--- config.mk ---
export PLATFORM = sky130hd
export DESIGN_NAME = entity_line_scheduler_flat
export DESIGN_NICKNAME = d
export VERILOG_FILES = /design/src/rtl/entity_pkg.sv /design/src/rtl/entity_line_scheduler_if.sv /design/src/rtl/entity_row_scanner.sv /design/src/rtl/entity_line_scheduler.sv /design/src/flat_wrapper.sv
export SDC_FILE = /design/constraint.sdc
export NUM_CORES = 1
export LEC_CHECK = 0
export CAP_MARGIN = 20
export CORE_UTILIZATION = 56
export CTS_BUF_LIST = sky130_fd_sc_hd__clkbuf_4 sky130_fd_sc_hd__clkbuf_8
export CTS_CLUSTER_SIZE = 16
export DETAILED_ROUTE_END_ITERATION = 10
export HOLD_SLACK_MARGIN = 0.03
export PLACE_DENSITY = 0.85
export SYNTH_ARGS = -nofsm -noshare
export SYNTH_HDL_FRONTEND = slang
export SYNTH_SLANG_ARGS = --single-unit
--- constraint.sdc ---
create_clock -name clk -period 15.1 [get_ports clk]
set_input_delay 4.53 -clock clk [delete_from_list [all_inputs] [get_ports clk]]
set_output_delay 4.53 -clock clk [all_outputs]
set_load 0.05 [all_outputs]
--- src/rtl/entity_pkg.sv ---
// Shared types and constants for the entity line scheduler: descriptor layout,
// active-list slot format and scan FSM states.
package entity_pkg;

  localparam int unsigned ENTITY_W   = 14;
  localparam int unsigned ID_LSB     = 10;
  localparam int unsigned ORIENT_LSB = 8;
  localparam int unsigned COL_LSB    = 4;
  localparam int unsigned ROW_LSB    = 0;

  localparam logic [3:0] ID_NONE  = 4'hF;
  localparam logic [8:0] OUT_NONE = 9'h1FF;

  typedef struct packed {
    logic       valid;
    logic [3:0] column;
    logic [3:0] id;
    logic [1:0] orient;
    logic [2:0] row;
  } slot_t;

  typedef enum logic [1:0] {StIdle, StScan, StDone} scan_state_e;

  function automatic int unsigned tile_len_pixel(input int unsigned tile_size,
                                                 input int unsigned upscale);
    return tile_size * upscale;
  endfunction

endpackage

--- src/rtl/entity_line_scheduler_if.sv ---
// Bus between the timing/descriptor source and the entity line scheduler.
interface entity_line_scheduler_if #(
  parameter int unsigned NUM_ENTITIES = 8
);
  logic [entity_pkg::ENTITY_W*NUM_ENTITIES-1:0] entities_in;
  logic [NUM_ENTITIES-1:0]                      flip_mask;
  logic [9:0]                                   counter_H;
  logic [9:0]                                   counter_V;
  logic [8:0]                                   out_entity;
  logic                                         out_valid;
  logic                                         row_overflow;

  modport master (
    output entities_in, flip_mask, counter_H, counter_V,
    input  out_entity, out_valid, row_overflow
  );

  modport slave (
    input  entities_in, flip_mask, counter_H, counter_V,
    output out_entity, out_valid, row_overflow
  );
endinterface

--- src/rtl/entity_row_scanner.sv ---
// Horizontal-blanking scan: walks every descriptor once per line and builds the
// shadow active list for the next line, flagging candidates that did not fit.
module entity_row_scanner
  import entity_pkg::*;
#(
  parameter int unsigned NUM_ENTITIES   = 8,
  parameter int unsigned MAX_PER_ROW    = 4,
  parameter int unsigned TILE_SIZE      = 8,
  parameter int unsigned UPSCALE_FACTOR = 5,
  parameter int unsigned V_VISIBLE      = 480,
  parameter int unsigned H_TOTAL        = 800,
  parameter int unsigned V_TOTAL        = 525,
  parameter int unsigned SCAN_START_H   = 640
) (
  input  logic                               clk,
  input  logic                               reset,
  input  logic [ENTITY_W*NUM_ENTITIES-1:0]   entities_in,
  input  logic [NUM_ENTITIES-1:0]            flip_mask,
  input  logic [9:0]                         counter_H,
  input  logic [9:0]                         counter_V,
  output slot_t [MAX_PER_ROW-1:0]            shadow_list,
  output logic                               ovf,
  output logic                               swap
);

  localparam int unsigned TLP   = tile_len_pixel(TILE_SIZE, UPSCALE_FACTOR);
  localparam int unsigned IDX_W = $clog2(NUM_ENTITIES);
  localparam int unsigned CNT_W = $clog2(MAX_PER_ROW + 1);
  localparam logic [IDX_W-1:0] LAST_IDX = IDX_W'(NUM_ENTITIES - 1);

  scan_state_e              state_q, state_d;
  logic [IDX_W-1:0]         idx_q;
  logic [CNT_W-1:0]         count_q;
  logic                     ovf_q;
  slot_t [MAX_PER_ROW-1:0]  shadow_q;
  logic                     start, scan_en;

  // The list is built for the line after the current one.
  logic [9:0] next_v, tgt_row;
  logic [2:0] sub;
  assign next_v  = (counter_V == 10'(V_TOTAL - 1)) ? 10'd0 : counter_V + 10'd1;
  assign tgt_row = 10'(next_v / 10'(TLP));
  assign sub     = 3'((next_v % 10'(TLP)) / 10'(UPSCALE_FACTOR));

  logic [ENTITY_W-1:0] desc;
  logic [3:0]          d_id, d_col, d_row;
  logic [1:0]          d_orient;
  logic                candidate;
  slot_t               new_slot;

  assign desc      = entities_in[idx_q*ENTITY_W +: ENTITY_W];
  assign d_id      = desc[ID_LSB +: 4];
  assign d_orient  = desc[ORIENT_LSB +: 2];
  assign d_col     = desc[COL_LSB +: 4];
  assign d_row     = desc[ROW_LSB +: 4];
  assign candidate = (d_id != ID_NONE) && (10'(d_row) == tgt_row) &&
                     (next_v < 10'(V_VISIBLE));

  always_comb begin
    new_slot        = '0;
    new_slot.valid  = 1'b1;
    new_slot.column = d_col;
    new_slot.id     = d_id;
    new_slot.orient = d_orient;
    new_slot.row    = flip_mask[idx_q] ? ~sub : sub;
  end

  always_ff @(posedge clk) begin
    if (reset) state_q <= StIdle;
    else       state_q <= state_d;
  end

  always_comb begin
    state_d = state_q;
    unique case (state_q)
      StIdle:  if (counter_H == 10'(SCAN_START_H)) state_d = StScan;
      StScan:  if (idx_q == LAST_IDX)              state_d = StDone;
      StDone:  if (counter_H == 10'(H_TOTAL - 1))  state_d = StIdle;
      default: state_d = StIdle;
    endcase
  end

  always_comb begin
    start   = (state_q == StIdle) && (counter_H == 10'(SCAN_START_H));
    scan_en = (state_q == StScan);
    swap    = (state_q == StDone) && (counter_H == 10'(H_TOTAL - 1));
  end

  always_ff @(posedge clk) begin
    if (reset || start) begin
      shadow_q <= '0;
      idx_q    <= '0;
      count_q  <= '0;
      ovf_q    <= 1'b0;
    end else if (scan_en) begin
      idx_q <= idx_q + IDX_W'(1);
      if (candidate) begin
        if (count_q < CNT_W'(MAX_PER_ROW)) begin
          for (int i = 0; i < int'(MAX_PER_ROW); i++) begin
            if (count_q == CNT_W'(i)) shadow_q[i] <= new_slot;
          end
          count_q <= count_q + CNT_W'(1);
        end else begin
          ovf_q <= 1'b1;
        end
      end
    end
  end

  assign shadow_list = shadow_q;
  assign ovf         = ovf_q;

endmodule

--- src/rtl/entity_line_scheduler.sv ---
// Per-line entity scheduler: double-buffered active list filled by the scanner
// and a 2-stage lookup that emits the highest-priority entity at counter_H.
module entity_line_scheduler
  import entity_pkg::*;
#(
  parameter int unsigned NUM_ENTITIES   = 8,
  parameter int unsigned MAX_PER_ROW    = 4,
  parameter int unsigned TILE_SIZE      = 8,
  parameter int unsigned UPSCALE_FACTOR = 5,
  parameter int unsigned H_VISIBLE      = 640,
  parameter int unsigned V_VISIBLE      = 480,
  parameter int unsigned H_TOTAL        = 800,
  parameter int unsigned V_TOTAL        = 525,
  parameter int unsigned SCAN_START_H   = 640
) (
  input logic                     clk,
  input logic                     reset,
  entity_line_scheduler_if.slave  bus
);

  localparam int unsigned TLP = tile_len_pixel(TILE_SIZE, UPSCALE_FACTOR);

  if (SCAN_START_H + NUM_ENTITIES + 1 >= H_TOTAL - 1) begin : g_timing_check
    $error("entity_line_scheduler: scan does not finish before the list swap");
  end

  slot_t [MAX_PER_ROW-1:0] shadow_list, active_q;
  logic                    ovf, swap;

  entity_row_scanner #(
    .NUM_ENTITIES   (NUM_ENTITIES),
    .MAX_PER_ROW    (MAX_PER_ROW),
    .TILE_SIZE      (TILE_SIZE),
    .UPSCALE_FACTOR (UPSCALE_FACTOR),
    .V_VISIBLE      (V_VISIBLE),
    .H_TOTAL        (H_TOTAL),
    .V_TOTAL        (V_TOTAL),
    .SCAN_START_H   (SCAN_START_H)
  ) u_scanner (
    .clk         (clk),
    .reset       (reset),
    .entities_in (bus.entities_in),
    .flip_mask   (bus.flip_mask),
    .counter_H   (bus.counter_H),
    .counter_V   (bus.counter_V),
    .shadow_list (shadow_list),
    .ovf         (ovf),
    .swap        (swap)
  );

  logic row_overflow_q;

  always_ff @(posedge clk) begin
    if (reset) begin
      active_q       <= '0;
      row_overflow_q <= 1'b0;
    end else if (swap) begin
      active_q       <= shadow_list;
      row_overflow_q <= ovf;
    end
  end

  // Stage 1: column index and visibility of the current pixel.
  logic [9:0] col_q;
  logic       vis_q;

  always_ff @(posedge clk) begin
    if (reset) begin
      col_q <= '0;
      vis_q <= 1'b0;
    end else begin
      col_q <= 10'(bus.counter_H / 10'(TLP));
      vis_q <= bus.counter_H < 10'(H_VISIBLE);
    end
  end

  // Stage 2: first matching slot wins, so lower entity index has priority.
  logic       hit;
  logic [8:0] sel_out;

  always_comb begin
    hit     = 1'b0;
    sel_out = OUT_NONE;
    for (int i = 0; i < int'(MAX_PER_ROW); i++) begin
      if (!hit && vis_q && active_q[i].valid && (10'(active_q[i].column) == col_q)) begin
        hit     = 1'b1;
        sel_out = {active_q[i].row, active_q[i].id, active_q[i].orient};
      end
    end
  end

  logic [8:0] out_entity_q;
  logic       out_valid_q;

  always_ff @(posedge clk) begin
    if (reset) begin
      out_entity_q <= OUT_NONE;
      out_valid_q  <= 1'b0;
    end else begin
      out_entity_q <= sel_out;
      out_valid_q  <= hit;
    end
  end

  assign bus.out_entity   = out_entity_q;
  assign bus.out_valid    = out_valid_q;
  assign bus.row_overflow = row_overflow_q;

endmodule
--- src/flat_wrapper.sv ---
// flat-port wrapper written by rule: the top's interface ports become plain ports
module entity_line_scheduler_flat import entity_pkg::*;
#(
  parameter int unsigned NUM_ENTITIES   = 8,
  parameter int unsigned MAX_PER_ROW    = 4,
  parameter int unsigned TILE_SIZE      = 8,
  parameter int unsigned UPSCALE_FACTOR = 5,
  parameter int unsigned H_VISIBLE      = 640,
  parameter int unsigned V_VISIBLE      = 480,
  parameter int unsigned H_TOTAL        = 800,
  parameter int unsigned V_TOTAL        = 525,
  parameter int unsigned SCAN_START_H   = 640
)
  (clk, reset, bus_entities_in, bus_flip_mask, bus_counter_H, bus_counter_V, bus_out_entity, bus_out_valid, bus_row_overflow);
  entity_line_scheduler_if #(.NUM_ENTITIES(NUM_ENTITIES)) bus_i ();
  input logic clk;
  input logic reset;
  input wire logic [$bits(bus_i.entities_in)-1:0] bus_entities_in;
  input wire logic [$bits(bus_i.flip_mask)-1:0] bus_flip_mask;
  input wire logic [$bits(bus_i.counter_H)-1:0] bus_counter_H;
  input wire logic [$bits(bus_i.counter_V)-1:0] bus_counter_V;
  output wire logic [$bits(bus_i.out_entity)-1:0] bus_out_entity;
  output wire logic [$bits(bus_i.out_valid)-1:0] bus_out_valid;
  output wire logic [$bits(bus_i.row_overflow)-1:0] bus_row_overflow;
  assign bus_i.entities_in = bus_entities_in;
  assign bus_i.flip_mask = bus_flip_mask;
  assign bus_i.counter_H = bus_counter_H;
  assign bus_i.counter_V = bus_counter_V;
  assign bus_out_entity = bus_i.out_entity;
  assign bus_out_valid = bus_i.out_valid;
  assign bus_row_overflow = bus_i.row_overflow;
  entity_line_scheduler #(.NUM_ENTITIES(NUM_ENTITIES), .MAX_PER_ROW(MAX_PER_ROW), .TILE_SIZE(TILE_SIZE), .UPSCALE_FACTOR(UPSCALE_FACTOR), .H_VISIBLE(H_VISIBLE), .V_VISIBLE(V_VISIBLE), .H_TOTAL(H_TOTAL), .V_TOTAL(V_TOTAL), .SCAN_START_H(SCAN_START_H)) u_core (.clk(clk), .reset(reset), .bus(bus_i));
endmodule
==> results.toml <==
[worst_setup_path]
worstSetupPathType = "in -> reg"
r2r_cells = 10
cp.arrival_ns = 9.50
worstSetupStartpointType = "input port"
reg2reg_to = "u_core.u_scanner.shadow_list[32]$_SDFFE_PP0P_"
crit_required_ns = 15.44
r2r_slack_ns = 11.48
end_kind = "flop"
crit_path_max_fanout = 23
reg2reg_from = "u_core.u_scanner.idx_q[2]$_SDFFE_PP0P_"

[sta]
post-route-min-period_ns = 9.156
slew_violations = 0
rsz0062_at_grt = "false"
tightestPinTransition_ns = 1.004
maxSlewHeadroom_pct = 32.96
fin_worst_skew_ns = 0.01077
fin_crit_sh_pct = 60.64
timing.setup.tns_ns = 0
setup_viol = 0
fmax_mhz = 109.2
hold_viol_final = 0

[cells_and_area]
drive_above_1_share_pct = 10.53
nNetsFinal = 1224
area_delta_synth_final_pct = 24.08
fin_util_pct = 71.82
stdcell_area_sq_mm = 0.01008
num_antenna_cells = 0

[floorplan]
dieArea_sq_mm = 0.01500
dieWidth_microns = 122.5
io_pins = 153
placementRows = 43
initial_utilization_pct = 57.88
die_h_microns = 122.5
core_area_sq_mm = 0.01404

[place]
portBuffers = 152
gp_congestion = 0.9694
placed_cell_area_sq_mm = 0.009651
dp_hpwl_mm = 15.41

[synthesis]
synth.distinct_cells = 79
synth.top_cells.by_count = "nand2_1 (171), dfxtp_1 (138), nor2_1 (108), a21oi_1 (81), mux2i_1 (56)"
synth_edf_count = 0
synth_top_family_by_area = "simple AND/OR/NAND/NOR gates"
synth_most_common_cell = "nand2_1"
synthAdderAreaFrac_pct = 2.094
syn_area_sq_mm = 0.008128
synth-xor-area-share_pct = 3.972
yosysWarnings = 0
synth-seq-cells = 138
muxShareOfSynthArea_pct = 16.96
synth_fp_nets = 1113
synth-compound-area-share_pct = 16.98
synthCells = 959
synth.top_cell.area_share_pct = 33.99
yosysTopAreaCell = "dfxtp_1"
avgSynthCellArea_sq_um = 8.475
async_flop_share_pct = 0
yosysSeqAreaShare_pct = 33.99
synth_area_leaders = "dfxtp_1 (34%), mux4_2 (8.3%), nand2_1 (7.9%), mux2i_1 (6.9%), a21oi_1 (5.0%)"
synth-simple-area-share_pct = 21.24
yosys_most_used_dff = "dfxtp_1"

[global_route]
use_met1_pct = 39.55
grt_max_degree = 67
use_met3_pct = 4.368
grt_util_met2_pct = 48.63
grt_pass1_vias = 7010
grt_usage_pct = 29.32
grt_pass1_wl_mm = 34.37
grt_busiest_layer = "met2"
gr-total-overflow = 0
antenna_found_initial = 0

[hold_path]
min_path_cells = 2
hp-class = "reg -> reg"
hold_start = "u_core.u_scanner.shadow_list[25]$_SDFFE_PP0P_"
min_to = "u_core.active_q[25]$_SDFFE_PP0P_"

[drt]
vias = 7658
via_per_inst = 6.063
drc_errors = 0
routed_wl_mm = 21.64
dr.pass1.iters = 6
drt_iter0_drc = 827
wire_per_inst_microns = 17.13
antenna_left = 0

[power_and_ir_drop]
p_int_w = 0.0006253
leakage_nw = 3.435
ir_drop_uv = 79.93
p_comb_share_pct = 17.5
p_switching_w = 0.0002122
pwr-share-seq_pct = 43.8
switching_share_pct = 25.34
power_density_mw_per_mm2 = 83.05
clock_power_share_pct = 38.7

[clocking]
cts-root-buf = "clkbuf_8"
cts_resized = 0
clk_path_buf_depth = 2
htreeDepth = 4
postCtsSetupRepairBufs = 0
tritoncts = "built"
cts_inserted_buffers = 17
cts.sinks = 138
clk_latency_ns = 0.44
clk_pin_slew_ns = 0.07
holdBufCountCts = 0

[run_status]
status = "completed"

[run]
maxCapViolations = 0
## worst max-delay path, stage by stage
cell and delay [ns]:
clkdlybuf4s50_1 0.84, or4_4 0.68, or3_1 0.48, o21a_4 0.22, mux2_4 0.24, nor3_4 0.05
nor3_2 0.49, mux2_4 0.35, o21a_1 0.19, inv_1 0.08, ha_1 0.17, o211ai_1 0.10
nor4_1 0.28, o311a_1 0.26, o31ai_4 0.07, xor2_2 0.18, a211oi_1 0.27
## metal layers
metal	share of wire, %	vias up
li1	-	3670
met5	0	-
met3	8.4	32
met4	1.7	0
met1	42	3600
met2	48	356
## cells by family (layout without fill, tap and decap cells)
kind of cell,after synthesis,count (layout)
AND/OR/NAND/NOR,383,383
buffers and inverters,85,209
XOR/XNOR,36,36
adder cells (fa/ha/maj),14,14
flip-flops,138,138
multiplexers,98,98
AO/OA/AOI/OAI,205,205
## power groups by stage
stage | combinational [W] | clock [W] | sequential (W)
5_1_grt | 0.000158 | 0.000343 | 0.000367
3_5_place_dp | 0.000144 | 0 | 0.000375
6_report | 0.000146 | 0.000324 | 0.000367
2_1_floorplan | 0.0000878 | 0 | 0.000375
3_3_place_gp | 0.000142 | 0 | 0.000375
4_1_cts | 0.000145 | 0.000326 | 0.000367
## flip-flops by register name, summed over array words and instances (netlist names), 2 cells and up
signal,flops
u_core.active_q,56
u_core.u_scanner.state_q,2
u_core.u_scanner.shadow_list,56
u_core.u_scanner.count_q,3
u_core.u_scanner.idx_q,3
u_core.col_q,5
u_core.bus.out_entity,9
## how the worst max path moves through the flow
| stage | cells after the start | end | from | slack [ns] |
|---|---|---|---|---|
| global placement | 17 | u_core.u_scanner.shadow_list[28]$_SDFFE_PP0P_ | bus_counter_V[6] | 5.71 |
| detailed placement | 17 | u_core.u_scanner.shadow_list[28]$_SDFFE_PP0P_ | bus_counter_V[6] | 5.59 |
| CTS | 17 | u_core.u_scanner.shadow_list[28]$_SDFFE_PP0P_ | bus_counter_V[6] | 6.03 |
| floorplan | 19 | u_core.u_scanner.shadow_list[28]$_SDFFE_PP0P_ | bus_counter_V[6] | 6.82 |
| global route | 17 | u_core.u_scanner.shadow_list[42]$_SDFFE_PP0P_ | bus_counter_V[7] | 5.57 |
| finish | 17 | u_core.u_scanner.shadow_list[28]$_SDFFE_PP0P_ | bus_counter_V[7] | 5.94 |
## stage by stage
stage	hold WS (ns)	total power, W	setup slack (ns)	instances
final	0.4548	0.0008376	5.944	1263
after global routing	0.4654	0.0008678	5.574	1263
after CTS	0.4548	0.0008377	6.031	1263
after detailed placement	0.4417	0.0005195	5.589	1231
after global placement	0.4379	0.0005173	5.706	1230
after floorplan	0.4312	0.0004626	6.824	959
## cell usage in the layout (no fill, tap or decap), drive strengths merged, types with 10 or more instances in the layout
cell and instances:
o21ai 27, nor2 108, nand4 11, mux2i 56, xnor2 18, a21oi 81
nand2 171, mux2 12, clkdlybuf4s50 151, inv 15, o221ai 10, nor4 14
nand3 13, buf 11, mux4 30, xor2 18, clkbuf 21, o22ai 11
nor3 18, ha 12, a211oi 16, dfxtp 138
## final cells by class
type | count | area, sq um
repair buffers | 162 | 1604
well taps | 180 | 225.2
inverters | 15 | 56.30
clock buffers | 21 | 264.0
flip-flops and latches | 138 | 2764
clock inverters | 11 | 170.2
multi-input cells | 736 | 5001
fillers | 1055 | 3958
Power figures use the tool's default switching activity.
